[src/rtl/eth_tx_framer.sv]
// eth_tx_framer: Ethernet MAC transmit framer with a byte-wide GMII-style output.
// It generates the preamble and SFD, then the payload. It appends the IEEE 802.3 FCS
// and turns a source underrun into a PHY error symbol. It enforces the inter-packet gap.
// Optional feature: define ETH_TX_PAD_EN to zero-pad payloads shorter than MIN_PAYLOAD.
module eth_tx_framer #(
    parameter int PREAMBLE_LEN = 7,
    parameter int IPG_LEN      = 12,
    parameter int MIN_PAYLOAD  = 60
) (
    input  logic       clk,
    input  logic       rst,
    input  logic [7:0] s_data,
    input  logic       s_valid,
    input  logic       s_last,
    output logic       s_ready,
    output logic [7:0] phy_tx_data,
    output logic       phy_tx_en,
    output logic       phy_tx_er,
    output logic       frame_done,
    output logic       underrun
);
    // Handshake: a beat transfers on the rising edge where s_valid && s_ready.
    // s_ready is a function of registered state only, never of s_valid. Once
    // s_ready is high in SFD/DATA the source must keep s_valid high until s_last,
    // otherwise the frame is aborted as an underrun.

    typedef enum logic [2:0] {IDLE, PREAMBLE, SFD, DATA, PAD, FCS, IPG, DRAIN} state_t;

    localparam logic [7:0] PRE_LAST = 8'(PREAMBLE_LEN - 1);
    localparam logic [7:0] IPG_LAST = 8'(IPG_LEN - 1);

    // The state names what the PHY outputs carry during the current cycle.
    state_t      state, state_nxt;
    logic [7:0]  cnt, cnt_nxt;      // preamble / FCS / IPG position
    logic        hold, hold_nxt;    // s_ready suppressed: last beat on PHY, or abort symbol
    logic [31:0] crc, crc_nxt;
    logic [7:0]  data_nxt;
    logic        en_nxt, er_nxt, done_nxt, ur_nxt;
    logic        start;
`ifdef ETH_TX_PAD_EN
    localparam logic [15:0] MIN_BYTES = 16'(MIN_PAYLOAD);
    logic [15:0] byte_cnt, byte_cnt_nxt;
`endif

    // Reflected CRC-32 update for one byte, LSB first.
    function automatic logic [31:0] crc_byte(input logic [31:0] c_in, input logic [7:0] d);
        logic [31:0] c;
        c = c_in ^ {24'd0, d};
        for (int i = 0; i < 8; i++) begin
            c = c[0] ? ((c >> 1) ^ 32'hEDB88320) : (c >> 1);
        end
        return c;
    endfunction

    // FCS byte idx of the complemented CRC, low byte first.
    function automatic logic [7:0] fcs_byte(input logic [31:0] c, input logic [1:0] idx);
        logic [31:0] f;
        f = ~c;
        return f[{idx, 3'b000} +: 8];
    endfunction

    assign s_ready = (state == SFD) || (((state == DATA) || (state == DRAIN)) && !hold);

    // Next-state and next-output logic; every PHY output is registered below.
    always_comb begin
        state_nxt = state;
        cnt_nxt   = cnt;
        hold_nxt  = 1'b0;
        crc_nxt   = crc;
        data_nxt  = 8'h00;
        en_nxt    = 1'b0;
        er_nxt    = 1'b0;
        done_nxt  = 1'b0;
        ur_nxt    = 1'b0;
        start     = 1'b0;
`ifdef ETH_TX_PAD_EN
        byte_cnt_nxt = byte_cnt;
`endif
        case (state)
            IDLE: start = s_valid;
            PREAMBLE: begin
                en_nxt = 1'b1;
                if (cnt == PRE_LAST) begin
                    state_nxt = SFD;
                    data_nxt  = 8'hD5;
                end else begin
                    cnt_nxt  = cnt + 8'd1;
                    data_nxt = 8'h55;
                end
            end
            SFD, DATA, PAD: begin
                en_nxt = 1'b1;
                if ((state != PAD) && !hold) begin
                    if (s_valid) begin
                        state_nxt = DATA;
                        data_nxt  = s_data;
                        crc_nxt   = crc_byte(crc, s_data);
                        hold_nxt  = s_last;
`ifdef ETH_TX_PAD_EN
                        byte_cnt_nxt = (byte_cnt == 16'hFFFF) ? byte_cnt : byte_cnt + 16'd1;
`endif
                    end else begin
                        // Source starved the link: emit one error symbol, then drain.
                        state_nxt = DRAIN;
                        er_nxt    = 1'b1;
                        ur_nxt    = 1'b1;
                        hold_nxt  = 1'b1;
                    end
                end else begin
`ifdef ETH_TX_PAD_EN
                    if (byte_cnt < MIN_BYTES) begin
                        state_nxt    = PAD;
                        crc_nxt      = crc_byte(crc, 8'h00);
                        byte_cnt_nxt = byte_cnt + 16'd1;
                    end else
`endif
                    begin
                        state_nxt = FCS;
                        cnt_nxt   = 8'd0;
                        data_nxt  = fcs_byte(crc, 2'd0);
                    end
                end
            end
            FCS: begin
                if (cnt == 8'd3) begin
                    state_nxt = IPG;
                    cnt_nxt   = 8'd0;
                end else begin
                    en_nxt   = 1'b1;
                    cnt_nxt  = cnt + 8'd1;
                    data_nxt = fcs_byte(crc, cnt[1:0] + 2'd1);
                    done_nxt = (cnt == 8'd2);
                end
            end
            IPG: begin
                if (cnt == IPG_LAST) begin
                    if (s_valid) start = 1'b1;
                    else state_nxt = IDLE;
                end else begin
                    cnt_nxt = cnt + 8'd1;
                end
            end
            DRAIN: begin
                if (!hold && s_valid && s_last) begin
                    state_nxt = IPG;
                    cnt_nxt   = 8'd0;
                end
            end
            default: state_nxt = IDLE;
        endcase
        if (start) begin
            state_nxt = PREAMBLE;
            cnt_nxt   = 8'd0;
            en_nxt    = 1'b1;
            data_nxt  = 8'h55;
            crc_nxt   = 32'hFFFFFFFF;
`ifdef ETH_TX_PAD_EN
            byte_cnt_nxt = 16'd0;
`endif
        end
    end

    // State, counters, CRC and registered PHY outputs; async reset cuts any frame short.
    always_ff @(posedge clk or posedge rst) begin
        if (rst) begin
            state       <= IDLE;
            cnt         <= 8'd0;
            hold        <= 1'b0;
            crc         <= 32'hFFFFFFFF;
            phy_tx_data <= 8'h00;
            phy_tx_en   <= 1'b0;
            phy_tx_er   <= 1'b0;
            frame_done  <= 1'b0;
            underrun    <= 1'b0;
`ifdef ETH_TX_PAD_EN
            byte_cnt    <= 16'd0;
`endif
        end else begin
            state       <= state_nxt;
            cnt         <= cnt_nxt;
            hold        <= hold_nxt;
            crc         <= crc_nxt;
            phy_tx_data <= data_nxt;
            phy_tx_en   <= en_nxt;
            phy_tx_er   <= er_nxt;
            frame_done  <= done_nxt;
            underrun    <= ur_nxt;
`ifdef ETH_TX_PAD_EN
            byte_cnt    <= byte_cnt_nxt;
`endif
        end
    end
endmodule

[config.mk]
export PLATFORM = sky130hd
export DESIGN_NAME = eth_tx_framer
export DESIGN_NICKNAME = d
export VERILOG_FILES = /design/src/rtl/eth_tx_framer.sv
export SDC_FILE = /design/constraint.sdc
export NUM_CORES = 1
export LEC_CHECK = 0
export BUFFER_PORTS_ARGS = -buffer_cell sky130_fd_sc_hd__buf_2
export CORE_ASPECT_RATIO = 1.4
export CORE_UTILIZATION = 25
export CTS_BUF_LIST = sky130_fd_sc_hd__clkbuf_8
export CTS_CLUSTER_SIZE = 16
export DETAILED_ROUTE_END_ITERATION = 16
export PLACE_DENSITY_LB_ADDON = 0.2
export SYNTH_ARGS = -nofsm -noshare
export SYNTH_HDL_FRONTEND = slang
export SYNTH_SLANG_ARGS = --single-unit
export TNS_END_PERCENT = 100
[constraint.sdc]
create_clock -name clk -period 3.29 [get_ports clk]
set_clock_uncertainty 0.05 [all_clocks]
set_input_delay 0.8225 -clock clk [delete_from_list [all_inputs] [get_ports clk]]
set_output_delay 0.8225 -clock clk [all_outputs]
set_load 0.05 [all_outputs]
# Word-level counts from Yosys, hierarchy flattened
# Index checks and enable logic that the tools add are counted.
# Widths: inputs -> output; s select.
[word_totals] regBits=55 in_bits=12 output_inout_bits=13 elab_cells=106
[op_classes] n_addsub=2 eq_ne=20 n_shift=1 n_mux=48 bitwise_logic=10 n_reduce_logical=17
[ops] op="$mux 32" count=12
[ops] op="$not 13->14" count=8
[ops] op="$mux 8" count=11
[ops] op="$pmux 8 s5" count=1
[ops] op="$not 32->32" count=1
[ops] op="$shiftx 32x6->8" count=1
[ops] op="$xor 32x8->32" count=1
[ops] op="$mux 3" count=8
[ops] op="$ne 3x3->1 const B" count=8
[ops] op="$pmux 8 s3" count=1
[ops] op="$eq 8x2->1 const B" count=2
[ops] op="$pmux 3 s5" count=1
[ops] op="$eq 3x3->1 const B" count=4
[ops] op="$mux 1" count=12
[ops] op="$add 8x1->8 const B" count=1
[ops] op="$eq 8x3->1 const B" count=1
[ops] op="$eq 8x4->1 const B" count=1
[ops] op="$eq 3x2->1 const B" count=2
[ops] op="$reduce_and 6->1" count=1
[ops] op="$reduce_bool 2->1" count=3
[ops] op="$reduce_bool 6->1" count=1
[ops] op="$reduce_and 5->1" count=1
[ops] op="$logic_and 1x1->1" count=4
[ops] op="$pmux 1 s2" count=2
[ops] op="9 further kinds" count=10

# Logic depth before layout (Yosys ltp)
[logic_depth] word_depth=21 mapped_depth=8 depth_no_buf=7

# Least setup slack after synthesis
# Ideal clock, no wire load.
[synth_timing] path_type="reg2reg" startpoint="register cnt[0]" endpoint="register phy_tx_data[2]" setup_ps=87 arrival_ps=2208 required_ps=3153 slack_ps=946 path_stages_with_launch=7 path_buffers=2 period_less_slack_ps=2344 cell_sequence="dfrtp_1 buf_1 inv_1 ha_1 buf_1 mux4_1 o211ai_1"
[synth_between] elab_chain_cells=5 word_cells_on_any_way=9 cone_classes="1 x add/sub; 2 x eq/ne; 1 x shift; 5 x mux"
[synth_rtl] item="from (decl)" line_no="34" source="logic [7:0] cnt, cnt_nxt;"
[synth_rtl] item="from (signal assigned)" line_no="180" source="cnt <= cnt_nxt;"
[synth_rtl] item="$add 2x1->2" line_no="131" source="data_nxt = fcs_byte(crc, cnt[1:0] + 2'd1);"
[synth_rtl] item="$shiftx 32x6->8" line_no="59" source="return f[{idx, 3'b000} +: 8];"
[synth_rtl] item="$mux 8" line_no="125" source="if (cnt == 8'd3) begin"
[synth_rtl] item="$pmux 8 s3" line_no="79" source="case (state)"
[synth_rtl] item="$mux 8 *" line_no="151" source="if (start) begin"
[synth_rtl] item="via data_nxt[2]" line_no="37" source="logic [7:0] data_nxt;"
[synth_rtl] item="to (signal assigned)" line_no="183" source="phy_tx_data <= data_nxt;"
[synth_rtl] item="to (decl)" line_no="16" source="output logic [7:0] phy_tx_data,"
# The timed path passes the listed nets; every way through them passes the cells marked *.
# A chain may end at the register's enable or synchronous reset.

# Worst setup path after layout
[layout_timing] startpoint="register state[0]" endpoint="output port s_ready"
[layout_between] elab_chain_cells=4 word_cells_on_any_way=6 cone_classes="3 x eq/ne; 3 x reduce/logical"
[layout_rtl] item="from (decl)" line_no="33" source="state_t state, state_nxt;"
[layout_rtl] item="from (signal assigned)" line_no="179" source="state <= state_nxt;"
[layout_rtl] item="$eq 3x2->1 / $eq 3x3->1 (equally long branches)" line_no="62" source="assign s_ready = (state == SFD) || (((state == DATA) || (state == DRAIN)) && !hold);"
[layout_rtl] item="$logic_or 1x1->1" line_no="62"
[layout_rtl] item="$logic_and 1x1->1" line_no="62"
[layout_rtl] item="$logic_or 1x1->1 *" line_no="62"
[layout_rtl] item="to (decl)" line_no="15" source="output logic s_ready,"
# Every way passes the cells marked *; elsewhere a longest branch is shown, timed or not.

==> run_summary.xml <==
<?xml version="1.0" encoding="UTF-8"?>
<metrics>
  <group name="synth">
    <metric name="synth_edf_count" unit="">0</metric>
    <metric name="synth.yosys.seq_area_share" unit="">0.3992</metric>
    <metric name="postSynthRegisterBits" unit="">55</metric>
    <metric name="ys_async_sr_fraction" unit="">1.000</metric>
    <metric name="synth_flop_cell" unit="">dfstp_2</metric>
    <metric name="synthesis.yosys.warnings" unit="">0</metric>
    <metric name="synthMostInstantiatedCell" unit="">xnor2_1</metric>
    <metric name="synth_top_cell_by_area" unit="">dfstp_2</metric>
    <metric name="postSynthCellCount" unit="">341</metric>
    <metric name="syn-num-nets" unit="">355</metric>
    <metric name="synth.lib_cells_used.distinct" unit="">56</metric>
    <metric name="synth_top_area_frac" unit="">0.2370</metric>
    <metric name="mappedNetlistArea" unit="sq mm">0.003548</metric>
    <metric name="ys_top_cells_by_count" unit="">xnor2_1 (41), a21oi_1 (32), dfstp_2 (32), nor2_1 (26), nor3_1 (26)</metric>
    <metric name="ys_top_cells_by_area" unit="">dfstp_2 (24%), dfrtp_1 (16%), xnor2_1 (10%)</metric>
    <metric name="synth.avg_cell_area" unit="sq um">10.41</metric>
  </group>
  <group name="place">
    <metric name="post-place-cells" unit="">542</metric>
    <metric name="dp.final_hpwl" unit="um">6512</metric>
    <metric name="detailedPlace.worstSlack" unit="ns">0.6450</metric>
    <metric name="port_buffers" unit="">24</metric>
    <metric name="gpl.final_weighted_congestion" unit="">0.7674</metric>
  </group>
  <group name="timing">
    <metric name="worstMarginPinSlew" unit="ns">0.7853</metric>
    <metric name="final-max-slew-violation-count" unit="">0</metric>
    <metric name="setup_total_negative_slack" unit="ns">0</metric>
    <metric name="min_period_over_period" unit="">0.7597</metric>
    <metric name="achievable-frequency" unit="MHz">400.1</metric>
    <metric name="final.setup.worst_slack" unit="ns">0.7906</metric>
    <metric name="timing.final.hold_violations" unit="">0</metric>
    <metric name="slew-limit-headroom" unit="">0.4730</metric>
    <metric name="post_layout_minimum_cycle_time" unit="ns">2.499</metric>
    <metric name="setup_repair_after_global_routing_missed_its_margin" unit="">no</metric>
    <metric name="finalSetupViolCount" unit="">0</metric>
  </group>
  <group name="critical_path">
    <metric name="slowest_stage" unit="">dfrtp_1</metric>
    <metric name="worst-path-max-fanout" unit="">14</metric>
    <metric name="kind_of_start_point_of_the_critical_path" unit="">register</metric>
    <metric name="critPathKind" unit="">register to primary output</metric>
    <metric name="setup.worst_path.end_class" unit="">primary output</metric>
    <metric name="critPathMaxStageDelay" unit="ns">0.64</metric>
    <metric name="timing.critical_path.required" unit="ns">2.42</metric>
    <metric name="crit_path_cell_trace" unit="">nand2b_1 -&gt; and3_1 -&gt; buf_2</metric>
    <metric name="timing.critical_path.arrival" unit="ns">1.63</metric>
  </group>
  <group name="clock_tree">
    <metric name="cts_buffers" unit="">5</metric>
    <metric name="htree_num_levels" unit="">2</metric>
    <metric name="clock-sinks" unit="">55</metric>
    <metric name="setup_buffers_after_cts" unit="">0</metric>
    <metric name="post_cts_resized" unit="">0</metric>
    <metric name="worst_setup_hold_path_clk_slew" unit="ns">0.11</metric>
    <metric name="clk_latency" unit="ns">0.33</metric>
    <metric name="cts_hold_buffers" unit="">0</metric>
    <metric name="cts_max_path_buffers" unit="">2</metric>
    <metric name="root_buffer" unit="">clkbuf_8</metric>
    <metric name="tritoncts" unit="">built</metric>
  </group>
  <group name="global_routing">
    <metric name="total_gr_overflow" unit="">0</metric>
    <metric name="global_route.usage.total" unit="">0.1344</metric>
    <metric name="grt_antenna_before_repair" unit="">0</metric>
    <metric name="grt_pass1_vias" unit="">2487</metric>
    <metric name="grt_pass1_wl" unit="um">14810</metric>
    <metric name="pin_count_of_the_biggest_net_entering_global_routing" unit="">47</metric>
  </group>
  <group name="floorplanning">
    <metric name="top_level_ports" unit="">25</metric>
    <metric name="core.rowCount" unit="">51</metric>
    <metric name="floorplan.die.height" unit="um">143.0</metric>
    <metric name="placeableCoreArea" unit="sq mm">0.01391</metric>
    <metric name="die-width" unit="um">102.7</metric>
    <metric name="floorplan.initialDensity" unit="">0.2551</metric>
    <metric name="die-area" unit="sq mm">0.01468</metric>
  </group>
  <group name="outcome">
    <metric name="outcome" unit="">finished, final reports clean</metric>
  </group>
  <group name="cells_and_area">
    <metric name="insertedDiodeCount" unit="">0</metric>
    <metric name="finalNonFillerCells" unit="">550</metric>
    <metric name="nets" unit="">378</metric>
    <metric name="post_route_cells_drive_above_1_share" unit="">0.2877</metric>
    <metric name="flow.area_growth_from_synthesis" unit="%">12.31</metric>
  </group>
  <group name="pwr">
    <metric name="max-vdd-ir-drop" unit="V">0.0003979</metric>
    <metric name="static-leakage-power" unit="nW">1.581</metric>
    <metric name="power_density" unit="mW/mm^2">1248</metric>
  </group>
  <group name="route">
    <metric name="first_pass_iters" unit="">4</metric>
    <metric name="antenna_violating_nets_post_route" unit="">0</metric>
    <metric name="detail_route.iter0.violations" unit="">140</metric>
    <metric name="detail_route.wl_per_cell" unit="um">16.68</metric>
    <metric name="routed_wl" unit="um">9175</metric>
    <metric name="via_per_inst" unit="">4.724</metric>
    <metric name="routed_via_count" unit="">2598</metric>
    <metric name="post-route-drc-count" unit="">0</metric>
  </group>
  <group name="worst_hold_path">
    <metric name="worst_hold_path_type" unit="">primary input to asynchronous set/reset pin</metric>
  </group>
  <group name="run">
    <metric name="max_cap_viols" unit="">0</metric>
  </group>
</metrics>
## logic make-up (layout without fill, tap and decap cells)
family	Yosys count	in the layout	synth area share
buf+inv	22	46	0.02821
xor+xnor	70	70	0.2119
flops	55	55	0.3992
fa+ha+maj	2	2	0.007051
simple gates	105	105	0.1601
compound gates	79	79	0.1418
mux	8	8	0.05183
## critical path, delay by kind of cell, from the launching register on
family | cells | cell delay (ns)
simple gates | 2 | 0.39
buf+inv | 1 | 0.27
flops | 1 | 0.64
## layer usage
layer / vias up / GRT usage / share of wire
li1: 1260 / - / -
met1: 1278 / 0.1844 / 0.46
met2: 53 / 0.2179 / 0.49
met3: 7 / 0.01664 / 0.036
met4: 0 / 0.04060 / 0.014
met5: - / 0 / 0
## cells in the final DEF, fill, tap and decap left out, types with 11 or more instances in the layout
master / synthesis / final
xor2_1: 16 / 16
dfrtp_1: 23 / 23
buf_4: 2 / 11
nand2_1: 15 / 15
nor2_1: 26 / 26
xnor2_1: 41 / 41
dfstp_2: 32 / 32
nor3_1: 26 / 26
buf_2: 2 / 24
o21ai_0: 12 / 12
a21oi_1: 32 / 32
## registers in the layout (all words and copies together), names as in the netlist
name / count
crc: 32
cnt: 8
phy_tx_data: 8
state: 3
frame_done: 1
hold: 1
phy_tx_en: 1
underrun: 1
## power breakdown
group / switching [mW] / internal [mW]
Clock: 0.261 / 0.154
Combinational: 1.72 / 1.45
Sequential: 0.316 / 1.07
## path summary, 6_finish.rpt
| check | start | endpoint | slack (ns) | depth (start not counted) |
|---|---|---|---|---|
| hold reg to reg | crc[30] | crc[30] | 0.48 | 2 |
| min in group clk | crc[30] | crc[30] | 0.48 | 2 |
| max in group asynchronous | rst | crc[27] | 2.03 | 3 |
| hold / removal | rst | hold | 0.44 | 2 |
| setup reg to reg | cnt[0] | cnt[3] | 0.95 | 6 |
| setup / recovery | state[0] | s_ready | 0.79 | 3 |
## per-stage QoR
stage          utilization  total power [mW]  instance area [sq um]  hold slack, ns
2_1_floorplan            -             3.879                   3548          0.4401
3_3_place_gp        0.2799             4.601                   3894          0.4576
5_1_grt             0.2865             5.378                   3985          0.4572
6_report            0.2865             4.974                   3985          0.4437
4_1_cts             0.2865             5.032                   3985          0.4481
3_5_place_dp        0.2799             4.590                   3894          0.4639
## final cells by class
| cell class | count | area [sq um] |
|---|---|---|
| clock buffer | 5 | 68.82 |
| clock inverter | 3 | 22.52 |
| timing repair buffer | 35 | 202.7 |
| fill | 1521 | 9926 |
| sequential | 55 | 1416 |
| tap | 185 | 231.5 |
| multi-input combinational | 264 | 2032 |
| inverter | 3 | 11.26 |
No activity file was read; power rests on OpenSTA's default activity.
